$ cat config.mk
export PLATFORM = sky130hd
export DESIGN_NAME = load_store_unit
export DESIGN_NICKNAME = d
export VERILOG_FILES = /design/src/rtl/load_store_unit.sv
export SDC_FILE = /design/constraint.sdc
export NUM_CORES = 1
export LEC_CHECK = 0
export ABC_AREA = 1
export CELL_PAD_IN_SITES_DETAIL_PLACEMENT = 0
export CELL_PAD_IN_SITES_GLOBAL_PLACEMENT = 1
export CORE_ASPECT_RATIO = 1.25
export CORE_MARGIN = 3
export CORE_UTILIZATION = 40
export DETAILED_ROUTE_END_ITERATION = 16
export DONT_BUFFER_PORTS = 1
export PLACE_DENSITY = 0.82
export SYNTH_ARGS = -nofsm -noshare
export SYNTH_HDL_FRONTEND = slang
export SYNTH_SLANG_ARGS = --single-unit
$ cat constraint.sdc
create_clock -name clk_i -period 2.4 [get_ports clk_i]
set_input_delay 0 -clock clk_i [delete_from_list [all_inputs] [get_ports clk_i]]
set_output_delay 0 -clock clk_i [all_outputs]
set_load 0.01 [all_outputs]
$ cat src/rtl/load_store_unit.sv
// Load/store unit: one outstanding data-memory access with lane steering, sign extension
// and a REQ+WAIT timeout. Define LSU_MISALIGN_TRAP_EN to trap misaligned half/word accesses.
module load_store_unit #(
  parameter int unsigned TIMEOUT_CYCLES = 255
) (
  input  logic        clk_i,
  input  logic        rst_ni,
  input  logic        valid_i,
  input  logic        mem_read_i,
  input  logic        mem_write_i,
  input  logic [2:0]  funct3_i,
  input  logic [31:0] addr_i,
  input  logic [31:0] wdata_i,
  output logic        stall_o,
  output logic        result_valid_o,
  output logic [31:0] rdata_o,
  output logic        misaligned_o,
  output logic        bus_err_o,
  output logic        dmem_req_o,
  output logic        dmem_we_o,
  output logic [3:0]  dmem_be_o,
  output logic [31:0] dmem_addr_o,
  output logic [31:0] dmem_wdata_o,
  input  logic        dmem_gnt_i,
  input  logic        dmem_rvalid_i,
  input  logic [31:0] dmem_rdata_i
);

  localparam int unsigned CntW = (TIMEOUT_CYCLES > 1) ? $clog2(TIMEOUT_CYCLES) : 1;
  localparam logic [CntW-1:0] CntLast = CntW'(TIMEOUT_CYCLES - 1);

  typedef enum logic [1:0] {StIdle, StReq, StWait, StDone} state_e;

  state_e          state_q;
  logic [1:0]      addr_lo_q;
  logic [2:0]      f3_q;
  logic            we_q;
  logic [CntW-1:0] cnt_q;

  logic        accept, reserved, misalign, timeout;
  logic [3:0]  be_new;
  logic [31:0] wdata_new;
  logic [7:0]  byte_sel;
  logic [15:0] half_sel;
  logic [31:0] load_ext;

  always_comb begin
    accept   = (state_q == StIdle) && valid_i && (mem_read_i || mem_write_i);
    reserved = (funct3_i == 3'b011) || (funct3_i[2:1] == 2'b11);
`ifdef LSU_MISALIGN_TRAP_EN
    misalign = ((funct3_i[1:0] == 2'b01) && addr_i[0]) ||
               ((funct3_i[1:0] == 2'b10) && (addr_i[1:0] != 2'b00));
`else
    misalign = 1'b0;
`endif
    timeout  = (cnt_q == CntLast);
    // Gated by reset so every output reads 0 while reset is held.
    stall_o  = rst_ni && (accept || (state_q == StReq) || (state_q == StWait));

    case (funct3_i[1:0])
      2'b00: begin
        be_new    = 4'b0001 << addr_i[1:0];
        wdata_new = {4{wdata_i[7:0]}};
      end
      2'b01: begin
        be_new    = 4'b0011 << {addr_i[1], 1'b0};
        wdata_new = {2{wdata_i[15:0]}};
      end
      default: begin
        be_new    = 4'b1111;
        wdata_new = wdata_i;
      end
    endcase

    byte_sel = dmem_rdata_i[{addr_lo_q, 3'b000} +: 8];
    half_sel = addr_lo_q[1] ? dmem_rdata_i[31:16] : dmem_rdata_i[15:0];
    case (f3_q)
      3'b000:  load_ext = {{24{byte_sel[7]}}, byte_sel};
      3'b100:  load_ext = {24'h0, byte_sel};
      3'b001:  load_ext = {{16{half_sel[15]}}, half_sel};
      3'b101:  load_ext = {16'h0, half_sel};
      default: load_ext = dmem_rdata_i;
    endcase
  end

  always_ff @(posedge clk_i or negedge rst_ni) begin
    if (!rst_ni) begin
      state_q        <= StIdle;
      addr_lo_q      <= 2'b00;
      f3_q           <= 3'b000;
      we_q           <= 1'b0;
      cnt_q          <= '0;
      result_valid_o <= 1'b0;
      rdata_o        <= 32'h0;
      bus_err_o      <= 1'b0;
      dmem_req_o     <= 1'b0;
      dmem_we_o      <= 1'b0;
      dmem_be_o      <= 4'b0000;
      dmem_addr_o    <= 32'h0;
      dmem_wdata_o   <= 32'h0;
    end else begin
      result_valid_o <= 1'b0;
      bus_err_o      <= 1'b0;
      case (state_q)
        StIdle: begin
          if (accept) begin
            addr_lo_q <= addr_i[1:0];
            f3_q      <= funct3_i;
            we_q      <= mem_write_i && !mem_read_i;
            cnt_q     <= '0;
            if (reserved || misalign) begin
              state_q        <= StDone;
              result_valid_o <= 1'b1;
              rdata_o        <= 32'h0;
            end else begin
              state_q      <= StReq;
              dmem_req_o   <= 1'b1;
              dmem_we_o    <= mem_write_i && !mem_read_i;
              dmem_be_o    <= be_new;
              dmem_addr_o  <= {addr_i[31:2], 2'b00};
              dmem_wdata_o <= wdata_new;
            end
          end
        end
        StReq: begin
          cnt_q <= cnt_q + 1'b1;
          // A timeout wins over a same-cycle grant: the access is abandoned.
          if (timeout) begin
            state_q        <= StDone;
            dmem_req_o     <= 1'b0;
            result_valid_o <= 1'b1;
            bus_err_o      <= 1'b1;
            rdata_o        <= 32'h0;
          end else if (dmem_gnt_i) begin
            state_q    <= StWait;
            dmem_req_o <= 1'b0;
          end
        end
        StWait: begin
          cnt_q <= cnt_q + 1'b1;
          if (dmem_rvalid_i) begin
            state_q        <= StDone;
            result_valid_o <= 1'b1;
            if (!we_q) rdata_o <= load_ext;
          end else if (timeout) begin
            state_q        <= StDone;
            result_valid_o <= 1'b1;
            bus_err_o      <= 1'b1;
            rdata_o        <= 32'h0;
          end
        end
        default: begin
          state_q <= StIdle;
          cnt_q   <= '0;
        end
      endcase
    end
  end

`ifdef LSU_MISALIGN_TRAP_EN
  always_ff @(posedge clk_i or negedge rst_ni) begin
    if (!rst_ni) misaligned_o <= 1'b0;
    else         misaligned_o <= accept && misalign && !reserved;
  end
`else
  assign misaligned_o = 1'b0;
`endif

endmodule

==> metrics.md <==
| Metric | Value |
|---|---|
| Max-slew violation count | 0 |
| Period utilization | 0.959 |
| Hold_buf cts | 108 |
| RSZ-0062 raised after global routing | no |
| Drt wl/cell | 16.6 um |
| Clk_skew | 0.00579 ns |
| Register area share after synthesis | 0.503 |
| CTS tree | done |
| Cells after Synth | 776 |
| Routed wire length | 17600 um |
| Yosys top cell by area | dfrtp_1 |
| Worst setup margin | about 0.098 ns |
| Total track usage | 0.219 |
| Vias in the first global route | 5622 |
| Fmax | 434 MHz |
| Std-Cell Rows | 48 |
| Die Span Y | 141 um |
| Final Hold Fails | 118 |
| Crit. End Element | flop |
| Worst-case vdd ir drop | 0.000580 V |
| Layout cells sized above 1 | 0.0598 |
| Core area | 14100 um^2 |
| Yosys warns | 0 |
| Post-synth top area share | 0.503 |
| Core Util, Final | 0.541 |
| I/O pin count | 212 |
| Startpoint types | flop |
| TritonRoute pass-1 iters | 5 |
| Postcts setup bufs | 0 |
| Largest net degree at the start of global routing | 120 |
| Die X | 114 um |
| Final setup viols | 0 |
| Outcome | complete, but fails checks |
| Hold WS | -0.712 ns |
| Max_cap viols | 0 |
| Drt initial violations | 325 |
| Power per Cell Area | 1190 nW/um^2 |
| Tot Pwr | approximately 9.1 mW |
| Vias | roughly 5.5k |
| Synth area leaders | dfrtp_1 (50%), nand2_1 (21%), o21ai_0 (4.9%), nand3_1 (3.5%), inv_1 (3.4%) |
| Layout Cells excl Fill | 1061 |
| Clock root buffer | clkbuf_16 |
| Leak | 3.88 nW |
| Initial Util | 0.416 |
| Dpl cells | 922 |
| Setup TNS | 0 ns |
| Place WS | just over 0.04 ns |
| HPWL after detailed placement | between 10000 and 15000 um |
| Crit path kind | flop to flop |
| Distinct cells, synth | 29 |
| Worst Hold Class | primary input to asynchronous set/reset pin |
| Vias per std cell | 5.15 |
| Violations in the final reports | negative hold slack |
| Syn Area/Cell | 7.56 um^2 |
| Max-slew headroom | 0.334 |
| Global-route wire length before repair | 28200 um |
| Post-Syn Area | 5870 um^2 |
| Clk_lat worst skew | just over 0.4 ns |
| Minimum clock period | between 2 and 2.5 ns |
| IO Port Bufs | 0 |
| Total gr overflow | 0 |
| DP Area | 5980 um^2 |
| # diodes | 0 |
| Reg clk slew, reported paths | 0.05 ns |
| RD Place Congestion | ~0.86 |
| Post-route cell area | 7640 um^2 |
| Initial antenna violation count | 0 |
| Num CTS Buffers | 17 |
| CP max FO | 5 |
| Clk buf depth | 2 |
| Drt drc | 0 |
| Slew @ Worst Pin | approximately 1.0 ns |
| Nets | 987 |
| Area grow syn2layout | 30.1% |
| Arr. time, crit path | between 2 and 3 ns |
| Post-route ant nets | 0 |
| Sink Count | 118 |
| WP data required | 2.74 ns |
| Yosys reg bits | 118 |
| H-tree depth | 4 |
| Full die area | 16200 um^2 |
## cells in the final DEF, fill, tap and decap left out, types with 6 or more instances in the layout
cell,instances
nand2_1,325
nor2_1,46
nand3_1,41
or2_2,7
dlygate4sd3_1,108
nand4_1,21
ha_1,6
inv_1,53
clkbuf_16,17
a21oi_1,32
o21ai_0,58
a31oi_1,10
dfrtp_1,118
## state kept, by name (all words and copies together), names as in the netlist, 2 cells and up
name / flops
dmem_wdata_o: 32
state_q: 2
f3_q: 3
rdata_o: 32
dmem_addr_o: 30
dmem_be_o: 4
cnt_q: 8
addr_lo_q: 2
## repair_timing
| action | in CTS | in global routing |
|---|---|---|
| gates cloned | 0 | 0 |
| endpoints found under the setup margin | 6 | 1 |
| hold endpoints to repair | 226 | 118 |
| resized for setup | 1 | 1 |
## cells in the mapped netlist, drive strengths merged
cell    count
buf        19
ha          7
clkbuf     20
nor2       47
o211ai      1
and2        5
inv        55
dfrtp     118
a21o        1
nand3b      2
a31oi      10
o21ai      59
or2         7
nor3        1
nand4      21
nand2     328
conb        1
nand3      42
a21oi      32
## power by group
| group | switching (mW) | leakage (nW) | internal (mW) |
|---|---|---|---|
| Clock | 0.880 | 0.272 | 1.57 |
| Combinational | 1.80 | 2.09 | 1.03 |
| Sequential | 1.03 | 1.51 | 2.80 |
| Total | 3.71 | 3.88 | 5.40 |
## worst paths after layout
check                                 from          to  slack [ns]  cells past startpoint
min reg2reg                       cnt_q[4]    cnt_q[4]        0.51                      2
max in group asynchronous           rst_ni  dmem_req_o        2.85                      0
max                             state_q[0]        we_q         0.1                      8
max reg2reg                     state_q[0]        we_q         0.1                      8
min in group clk_i         dmem_rdata_i[5]  rdata_o[5]        0.01                      5
min                                 rst_ni    cnt_q[4]       -0.71                      0
## metal layers
metal / wire length (um) / up-vias / global-route usage / share of wire
li1: - / 2662 / - / -
met1: 6830 / 2551 / 0.249 / 0.39
met2: 8970 / 228 / 0.378 / 0.51
met3: 1510 / 26 / 0.0811 / 0.086
met4: 300 / 0 / 0.0757 / 0.017
met5: 0 / - / 0 / 0
## critical path, cell delays in order, from the launching register on
cell	delay (ns)
dfrtp_1	0.43
inv_1	0.12
ha_2	0.23
nand2_1	0.08
inv_2	0.07
nand3_1	0.07
dlygate4sd3_1	0.58
nand2_1	0.08
dlygate4sd3_1	0.56
## area by class of cell
class | count | area (um^2)
well taps | 175 | 219
flip-flops and latches | 118 | 2950
repair buffers | 116 | 1180
clock inverters | 9 | 103
fillers | 1289 | 6480
multi-input cells | 566 | 2510
inverters | 55 | 206
clock buffers | 22 | 464
## logic make-up (layout without fill, tap and decap cells)
logic type	after synthesis	count (layout)	share of synthesized area
AO/OA/AOI/OAI	103	103	0.0908
AND/OR/NAND/NOR	453	453	0.320
other	1	3	0.000639
flip-flops	118	118	0.503
adder cells (fa/ha/maj)	7	7	0.0149
buffers and inverters	94	202	0.0706
Note: power is estimated with default switching activity, not from simulation.
